--- config.mk ---
export PLATFORM = sky130hd
export DESIGN_NAME = arm_controller_flat
export DESIGN_NICKNAME = d
export VERILOG_FILES = /design/src/rtl/arm_controller_pkg.sv /design/src/rtl/arm_controller_if.sv /design/src/rtl/arm_controller_condlogic.sv /design/src/rtl/arm_controller_decoder.sv /design/src/rtl/arm_controller.sv /design/src/flat_wrapper.sv
export SDC_FILE = /design/constraint.sdc
export NUM_CORES = 1
export LEC_CHECK = 0
export ABC_AREA = 1
export CAP_MARGIN = 5
export CORE_MARGIN = 2
export CORE_UTILIZATION = 40
export CTS_CLUSTER_SIZE = 30
export DETAILED_ROUTE_END_ITERATION = 8
export HOLD_SLACK_MARGIN = 0.1
export MAX_ROUTING_LAYER = met4
export PLACE_DENSITY = 0.84
export RECOVER_POWER = 100
export SLEW_MARGIN = 20
export SYNTH_ARGS = -nofsm -noshare
export SYNTH_HDL_FRONTEND = slang
export SYNTH_SLANG_ARGS = --single-unit
--- constraint.sdc ---
create_clock -name clk -period 2.95 [get_ports clk]
set_input_delay 0.59 -clock clk [delete_from_list [all_inputs] [get_ports clk]]
set_output_delay 0.59 -clock clk [all_outputs]
set_load 0.02 [all_outputs]
--- src/rtl/arm_controller_pkg.sv ---
// Shared encodings for the single-cycle ARM controller: opcode classes,
// ALU operation select and condition-field mnemonics.
package arm_controller_pkg;

  typedef enum logic [1:0] {
    OP_DP  = 2'b00,
    OP_MEM = 2'b01,
    OP_BR  = 2'b10,
    OP_NUL = 2'b11
  } op_e;

  typedef enum logic [1:0] {
    ALU_ADD = 2'b00,
    ALU_SUB = 2'b01,
    ALU_AND = 2'b10,
    ALU_ORR = 2'b11
  } alu_ctrl_e;

  typedef enum logic [3:0] {
    COND_EQ = 4'h0, COND_NE = 4'h1, COND_CS = 4'h2, COND_CC = 4'h3,
    COND_MI = 4'h4, COND_PL = 4'h5, COND_VS = 4'h6, COND_VC = 4'h7,
    COND_HI = 4'h8, COND_LS = 4'h9, COND_GE = 4'hA, COND_LT = 4'hB,
    COND_GT = 4'hC, COND_LE = 4'hD, COND_AL = 4'hE, COND_NV = 4'hF
  } cond_e;

  localparam logic [3:0] RD_PC = 4'hF;

endpackage

--- src/rtl/arm_controller_if.sv ---
// Instruction/flag inputs and datapath control outputs of the controller.
interface arm_controller_if;
  logic [19:0] Instr;
  logic [3:0]  ALUFlags;
  logic [1:0]  RegSrc;
  logic        RegWrite;
  logic [1:0]  ImmSrc;
  logic        ALUSrc;
  logic [1:0]  ALUControl;
  logic        MemWrite;
  logic        MemtoReg;
  logic        PCSrc;

  modport master (
    output Instr, ALUFlags,
    input  RegSrc, RegWrite, ImmSrc, ALUSrc, ALUControl, MemWrite, MemtoReg, PCSrc
  );

  modport slave (
    input  Instr, ALUFlags,
    output RegSrc, RegWrite, ImmSrc, ALUSrc, ALUControl, MemWrite, MemtoReg, PCSrc
  );
endinterface

--- src/rtl/arm_controller_condlogic.sv ---
// Condition evaluation against the stored NZCV flags, gating of architectural
// side effects, and the flag register itself.
module arm_controller_condlogic
  import arm_controller_pkg::*;
(
  input  logic       clk,
  input  logic       reset,
  input  logic [3:0] cond,
  input  logic [3:0] alu_flags,
  input  logic [1:0] flag_w,
  input  logic       pcs,
  input  logic       reg_w,
  input  logic       mem_w,
  output logic       pc_src,
  output logic       reg_write,
  output logic       mem_write
);

  logic [3:0] flags_q, flags_d;
  logic       cond_ex;
  logic       n, z, c, v;

  assign {n, z, c, v} = flags_q;

  always_comb begin
    cond_ex = 1'b0;
    case (cond_e'(cond))
      COND_EQ: cond_ex = z;
      COND_NE: cond_ex = ~z;
      COND_CS: cond_ex = c;
      COND_CC: cond_ex = ~c;
      COND_MI: cond_ex = n;
      COND_PL: cond_ex = ~n;
      COND_VS: cond_ex = v;
      COND_VC: cond_ex = ~v;
      COND_HI: cond_ex = c & ~z;
      COND_LS: cond_ex = ~(c & ~z);
      COND_GE: cond_ex = (n == v);
      COND_LT: cond_ex = (n != v);
      COND_GT: cond_ex = ~z & (n == v);
      COND_LE: cond_ex = ~(~z & (n == v));
      COND_AL: cond_ex = 1'b1;
      default: cond_ex = 1'b0;
    endcase
  end

  // A failed condition blocks flag updates just like writes and branches.
  always_comb begin
    flags_d = flags_q;
    if (flag_w[1] & cond_ex) flags_d[3:2] = alu_flags[3:2];
    if (flag_w[0] & cond_ex) flags_d[1:0] = alu_flags[1:0];
  end

  always_ff @(posedge clk) begin
    if (reset) flags_q <= 4'b0000;
    else       flags_q <= flags_d;
  end

  assign pc_src    = pcs   & cond_ex;
  assign reg_write = reg_w & cond_ex;
  assign mem_write = mem_w & cond_ex;

endmodule

--- src/rtl/arm_controller_decoder.sv ---
// Combinational main/ALU decode: ungated control strobes, operand selects,
// ALU operation and flag-write enables.
module arm_controller_decoder
  import arm_controller_pkg::*;
(
  input  logic [1:0] op,
  input  logic [5:0] funct,
  input  logic [3:0] rd,
  output logic       pcs,
  output logic       reg_w,
  output logic       mem_w,
  output logic       mem_to_reg,
  output logic       alu_src,
  output logic [1:0] imm_src,
  output logic [1:0] reg_src,
  output logic [1:0] alu_control,
  output logic [1:0] flag_w
);

  logic      branch;
  logic      alu_op;
  alu_ctrl_e alu_sel;

  always_comb begin
    branch     = 1'b0;
    reg_w      = 1'b0;
    mem_w      = 1'b0;
    mem_to_reg = 1'b0;
    alu_src    = 1'b0;
    imm_src    = 2'b00;
    reg_src    = 2'b00;
    alu_op     = 1'b0;
    case (op_e'(op))
      OP_DP: begin
        reg_w   = 1'b1;
        alu_op  = 1'b1;
        alu_src = funct[5];
      end
      OP_MEM: begin
        alu_src = 1'b1;
        imm_src = 2'b01;
        if (funct[0]) begin
          mem_to_reg = 1'b1;
          reg_w      = 1'b1;
        end else begin
          mem_w   = 1'b1;
          reg_src = 2'b10;
        end
      end
      OP_BR: begin
        branch  = 1'b1;
        alu_src = 1'b1;
        imm_src = 2'b10;
        reg_src = 2'b01;
      end
      default: ;
    endcase
  end

  // Unrecognised data-processing functions fall back to ADD.
  always_comb begin
    alu_sel = ALU_ADD;
    flag_w  = 2'b00;
    if (alu_op) begin
      case (funct[4:1])
        4'b0100: alu_sel = ALU_ADD;
        4'b0010: alu_sel = ALU_SUB;
        4'b0000: alu_sel = ALU_AND;
        4'b1100: alu_sel = ALU_ORR;
        default: alu_sel = ALU_ADD;
      endcase
      flag_w[1] = funct[0];
      flag_w[0] = funct[0] & ((alu_sel == ALU_ADD) | (alu_sel == ALU_SUB));
    end
  end

  assign alu_control = alu_sel;
  assign pcs         = branch | (reg_w & (rd == RD_PC));

endmodule

--- src/rtl/arm_controller.sv ---
// Single-cycle ARM control unit: decoder plus conditional-execution logic.
module arm_controller
  import arm_controller_pkg::*;
(
  input  logic             clk,
  input  logic             reset,
  arm_controller_if.slave  bus
);

  logic       pcs, reg_w, mem_w;
  logic [1:0] flag_w;
  logic       pc_src, reg_write, mem_write;
  logic       mem_to_reg, alu_src;
  logic [1:0] imm_src, reg_src, alu_control;
  logic       unused_rn;

  // Rn (original bits [19:16]) is a datapath field the controller never needs.
  assign unused_rn = ^bus.Instr[7:4];

  arm_controller_decoder u_dec (
    .op          (bus.Instr[15:14]),
    .funct       (bus.Instr[13:8]),
    .rd          (bus.Instr[3:0]),
    .pcs         (pcs),
    .reg_w       (reg_w),
    .mem_w       (mem_w),
    .mem_to_reg  (mem_to_reg),
    .alu_src     (alu_src),
    .imm_src     (imm_src),
    .reg_src     (reg_src),
    .alu_control (alu_control),
    .flag_w      (flag_w)
  );

  arm_controller_condlogic u_cond (
    .clk       (clk),
    .reset     (reset),
    .cond      (bus.Instr[19:16]),
    .alu_flags (bus.ALUFlags),
    .flag_w    (flag_w),
    .pcs       (pcs),
    .reg_w     (reg_w),
    .mem_w     (mem_w),
    .pc_src    (pc_src),
    .reg_write (reg_write),
    .mem_write (mem_write)
  );

  assign bus.RegSrc     = reg_src;
  assign bus.RegWrite   = reg_write;
  assign bus.ImmSrc     = imm_src;
  assign bus.ALUSrc     = alu_src;
  assign bus.ALUControl = alu_control;
  assign bus.MemWrite   = mem_write;
  assign bus.MemtoReg   = mem_to_reg;
  assign bus.PCSrc      = pc_src;

endmodule

--- src/flat_wrapper.sv ---
// flat-port wrapper written by rule: the top's interface ports become plain ports
module arm_controller_flat import arm_controller_pkg::*;
  (clk, reset, bus_Instr, bus_ALUFlags, bus_RegSrc, bus_RegWrite, bus_ImmSrc, bus_ALUSrc, bus_ALUControl, bus_MemWrite, bus_MemtoReg, bus_PCSrc);
  arm_controller_if bus_i ();
  input  logic clk;
  input  logic reset;
  input wire logic [$bits(bus_i.Instr)-1:0] bus_Instr;
  input wire logic [$bits(bus_i.ALUFlags)-1:0] bus_ALUFlags;
  output wire logic [$bits(bus_i.RegSrc)-1:0] bus_RegSrc;
  output wire logic [$bits(bus_i.RegWrite)-1:0] bus_RegWrite;
  output wire logic [$bits(bus_i.ImmSrc)-1:0] bus_ImmSrc;
  output wire logic [$bits(bus_i.ALUSrc)-1:0] bus_ALUSrc;
  output wire logic [$bits(bus_i.ALUControl)-1:0] bus_ALUControl;
  output wire logic [$bits(bus_i.MemWrite)-1:0] bus_MemWrite;
  output wire logic [$bits(bus_i.MemtoReg)-1:0] bus_MemtoReg;
  output wire logic [$bits(bus_i.PCSrc)-1:0] bus_PCSrc;
  assign bus_i.Instr = bus_Instr;
  assign bus_i.ALUFlags = bus_ALUFlags;
  assign bus_RegSrc = bus_i.RegSrc;
  assign bus_RegWrite = bus_i.RegWrite;
  assign bus_ImmSrc = bus_i.ImmSrc;
  assign bus_ALUSrc = bus_i.ALUSrc;
  assign bus_ALUControl = bus_i.ALUControl;
  assign bus_MemWrite = bus_i.MemWrite;
  assign bus_MemtoReg = bus_i.MemtoReg;
  assign bus_PCSrc = bus_i.PCSrc;
  arm_controller u_core (.clk(clk), .reset(reset), .bus(bus_i));
endmodule
# [After elaboration in Yosys (flattened, before gate mapping)]
# Cells that the tools add are included.
[totals] reg_bits=4 in_bits=26 out_inout_bits=11 elab_cells=62
[classes] eq_ne=22 muxes=16 bitwise=17 n_reduce_logical=5
[op_table] op="$eq 4x4->1 const B" n=9
[op_table] op="$eq 4x3->1 const B" n=4
[op_table] op="$pmux 1 s15" n=1
[op_table] op="$eq 4x2->1 const B" n=3
[op_table] op="$and 1x1->1" n=9
[op_table] op="$logic_not 4->1" n=2
[op_table] op="$mux 2" n=4
[op_table] op="$pmux 2 s2" n=2
[op_table] op="$mux 1" n=6
[op_table] op="$not 1->1" n=6
[op_table] op="$pmux 2 s3" n=1
[op_table] op="$eq 2x1->1 const B" n=2
[op_table] op="$eq 4x1->1 const B" n=1
[op_table] op="$logic_not 2->1" n=2
[op_table] op="$pmux 1 s2" n=2
[op_table] op="$eq 2x2->1 const B" n=1
[op_table] op="$or 1x1->1" n=2
[op_table] op="$reduce_or 2->1" n=1
[op_table] op="$eq 1x1->1" n=1
[op_table] op="$ne 1x1->1" n=1

# [Logic depth before layout (Yosys ltp)]
[logic_depth] ltp_word=8 mapped_depth=12 mapped_depth_nobuf=11

# [Cells and area by module]
# A second synthesis with hierarchy kept.
[hier_totals] hier_cells=128 hier_area_um2=661.9
[modules_own_cells] mod="arm_controller_condlogic" n_inst=1 cells_per_inst=87 area_each_um2=446.7 seq_area_each_um2=80.1
[modules_own_cells] mod="arm_controller_decoder" n_inst=1 cells_per_inst=41 area_each_um2=215.2 seq_area_each_um2=0.0

# [Least setup slack after synthesis]
# Ideal clock, no wire load.
[synth_path] path_type="input to output" start="input port bus_Instr[17]" end="output port bus_PCSrc" t_arrival_ns=1.601 required_ns=2.360 path_slack_ns=0.759 stages=10 n_path_buf=1 cell_sequence="buf_6 -> nor2_1 -> nand2_1 -> nand3_1 -> nand2_1 -> nand2_1 -> inv_1 -> nand3_4 -> inv_1 -> nor2_1"
[synth_via] elab_chain_len=3 word_cells_on_any_way=17 classes_between="14 x eq/ne; 1 x mux; 1 x bitwise; 1 x reduce/logical"
[synth_rtl] item="from (decl)" line_no="flat_wrapper.sv:7" source="input wire logic [$bits(bus_i.Instr)-1:0] bus_Instr;"
[synth_rtl] item="$eq 4x4->1 (tied with other cells)" line_no="arm_controller_condlogic.sv:27" source="case (cond_e'(cond))"
[synth_rtl] item="$pmux 1 s15 (*)" line_no="arm_controller_condlogic.sv:27"
[synth_rtl] item="$and 1x1->1 (*)" line_no="arm_controller_condlogic.sv:59" source="assign pc_src = pcs & cond_ex;"
[synth_rtl] item="to (decl)" line_no="flat_wrapper.sv:16" source="output wire logic [$bits(bus_i.PCSrc)-1:0] bus_PCSrc;"
# Mark *: on every way between the ends. The rest lies on a longest branch, timed or not.

# [Worst setup path after layout]
[layout_path] start="input port bus_Instr[14]" end="output port bus_ALUControl[0]"
[layout_via] elab_chain_len=3
[layout_rtl] item="$logic_not 2->1" line_no="arm_controller_decoder.sv:33" source="case (op_e'(op))"
[layout_rtl] item="$mux 1" line_no="arm_controller_decoder.sv:33"
[layout_rtl] item="$mux 2" line_no="arm_controller_decoder.sv:64" source="if (alu_op) begin"
[layout_rtl] item="to (decl)" line_no="flat_wrapper.sv:13" source="output wire logic [$bits(bus_i.ALUControl)-1:0] bus_ALUControl;"
# Every way passes these cells.

==> impl_metrics.yaml <==
worst_setup_path:
  critPathKind: "in -> out"
  worstPathRequired_ns: 2.36
  endpoint_kind: "primary output"
  rr_endpoint: "u_core.u_cond.flags_q[2]$_SDFFE_PP0P_"
  reg2reg_depth: 10
  worst-path-max-fanout: 4
  start_kind: "primary input"
  r2r-start: "u_core.u_cond.flags_q[3]$_SDFFE_PP0P_"
  worstPathArrival_ns: 2.24
  r2r_slack_ns: 1.43
routing:
  drt_iter0_drc: 15
  vias: 877
  drt-pass1-iter-count: 4
  wl_um: 1720
  viasPerCell: 4.85
  ant_nets: 0
  drc: 0
  avgRoutedWirePerCell_um: 9.51
global_routing:
  antenna_found_initial: 0
  track_usage_pct: 21.5
  gr-total-overflow: 0
  grt_max_degree: 9
  grt_pass1_vias: 790
  grt_pass1_wl_um: 3070
synthesis:
  syn_inst: 123
  avgSynthCellArea_um2: 5.28
  ys_seq_elements: 4
  synth_warnings: 0
  ys_seq_area_share_pct: 12.3
  syn_area_um2: 649
  synth_cell_types: 18
  synth_fp_nets: 154
min_path:
  min-delay-start: "u_core.u_cond.flags_q[1]$_SDFFE_PP0P_"
  hold_class: "reg -> reg"
  whs_endpoint: "u_core.u_cond.flags_q[1]$_SDFFE_PP0P_"
  whs_path_depth: 2
pwr:
  power_density_nw_per_um2: 236
  ir_drop_uv: 193
  total_power_mw: 0.247
  leakagePower_nw: 0.559
sta:
  slew_headroom_pct: 78.8
  period_minus_slack_ns: 2.83
  fmax_mhz: 353
  fin_worst_skew_ns: 0.00315
  worst_pin_slew_ns: 0.317
  drv_slew: 0
  finalHoldViolations: 0
  finalCritPeriodShare_pct: 95.9
  layout_setup_ws_ns: 0.120
  rsz0062_at_grt: "no"
  setup_violations: 0
layout:
  area_delta_synth_final_pct: 60.9
  drive_above_1_share_pct: 12.1
  fill_cells: 138
  largest-register: "u_core.u_cond.flags_q"
  diodes: 0
  top_regs: "u_core.u_cond.flags_q x4"
  largest_reg_flops: 4
  fin_nets: 198
  fin_cells: 181
  final_util_pct: 69.4
placement:
  gp_congestion: 0.948
  place_inst: 178
  pre_cts_slack_ns: -0.192
  port_buffers: 32
  dp_hpwl_um: 1450
floorplan:
  core_area_um2: 1510
  initial_core_util_pct: 43.1
  fp.dieH_um: 44.3
  die-area_um2: 1960
  fp.dieW_um: 44.3
  placement_rows: 14
  pin_count: 37
clocking:
  cts_buffers: 3
  h-tree-depth: 1
  cts.sinks: 4
  root_buffer: "clkbuf_4"
  cts_setup_buffers: 0
  clkLatencyLatePin_ns: 0.23
  clockBufferDepth: 2
  cts.clk_slew.worst_paths_ns: 0.03
  cts_tree: "yes"
outcome:
  status: "finished clean"
flow_run:
  drv_cap: 0
## where the power goes
part	total [mW]	internal, mW	switching, mW
Combinational	0.122	0.0606	0.0614
Clock	0.0657	0.0454	0.0203
Sequential	0.0593	0.0567	0.00265
Total	0.247	0.163	0.0843
## worst max-delay path, stage by stage
cell	delay [ns]
clkdlybuf4s50_1	0.47
inv_1	0.11
ha_1	0.17
buf_4	0.12
inv_1	0.04
a21oi_1	0.11
clkdlybuf4s50_1	0.62
## cells in the mapped netlist (all sizes together)
master	n	area (um2)
nand4	1	6.26
nor3	3	20.0
o21ai	1	5.00
nor2	25	98.8
dfxtp	4	80.1
a21boi	1	7.51
nand2	30	113
buf	2	18.8
or2	1	6.26
a21oi	6	30.0
nand3	19	108
inv	25	93.8
ha	5	62.6
## layout make-up
cell class              instances  area [um2]  area share, %
clock buffers                   3        22.5           2.16
multi-input cells              92         454           43.5
repair buffers                 41         374           35.8
well taps                      16        20.0           1.92
flip-flops and latches          4        80.1           7.66
inverters                      25        93.8           8.98
## what timing repair did
item	CTS	global route
gates resized for setup	4	6
hold buffers	0	0
endpoints found under the hold margin	0	0
endpoints found under the setup margin	3	5
pin swaps	0	0
## per-layer routing
layer	up-vias	part of all wire, %	track usage (%)
met1	379	40	23.2
met2	33	52	36.8
met5	-	0	-
met3	4	5.2	3.67
met4	0	2.6	12.7
li1	461	-	-
## through the flow
step                hold WS, ns  area, um2  TNS, ns
global route              0.551       1040        0
floorplan                 0.496        649        0
global placement          0.521       1040   -0.304
CTS                       0.527       1060        0
finish                    0.526       1040        0
detailed placement        0.524       1040   -0.463
## how the worst max path moves through the flow
stage	startpoint	end	slack [ns]	depth (start not counted)
finish	bus_Instr[14]	bus_ALUControl[0]	0.12	7
global route	bus_Instr[14]	bus_ALUControl[0]	0.008	7
CTS	bus_Instr[12]	bus_ALUControl[1]	0.04	6
detailed placement	bus_Instr[17]	bus_MemWrite	-0.19	11
global placement	bus_Instr[19]	bus_MemWrite	-0.12	10
floorplan	bus_Instr[17]	bus_PCSrc	0.76	10
## layout by cell type (no fill, tap or decap), drive strengths merged
cell type      instances
a21boi                 1
a21oi                  6
buf                    8
clkbuf                 6
clkdlybuf4s15          1
clkdlybuf4s50         22
dfxtp                  4
dlygate4sd2            1
dlygate4sd3            5
dlymetal6s2s           1
ha                     5
inv                   25
nand2                 30
nand3                 19
nand4                  1
nor2                  25
nor3                   3
o21ai                  1
or2                    1
## kinds of logic after synthesis
kind of cell / count (synthesis) / synth area share, %
fa+ha+maj: 5 / 9.63
buf+inv: 27 / 17.3
simple gates: 79 / 54.1
flops: 4 / 12.3
compound gates: 8 / 6.55
Power figures use the tool's default switching activity.
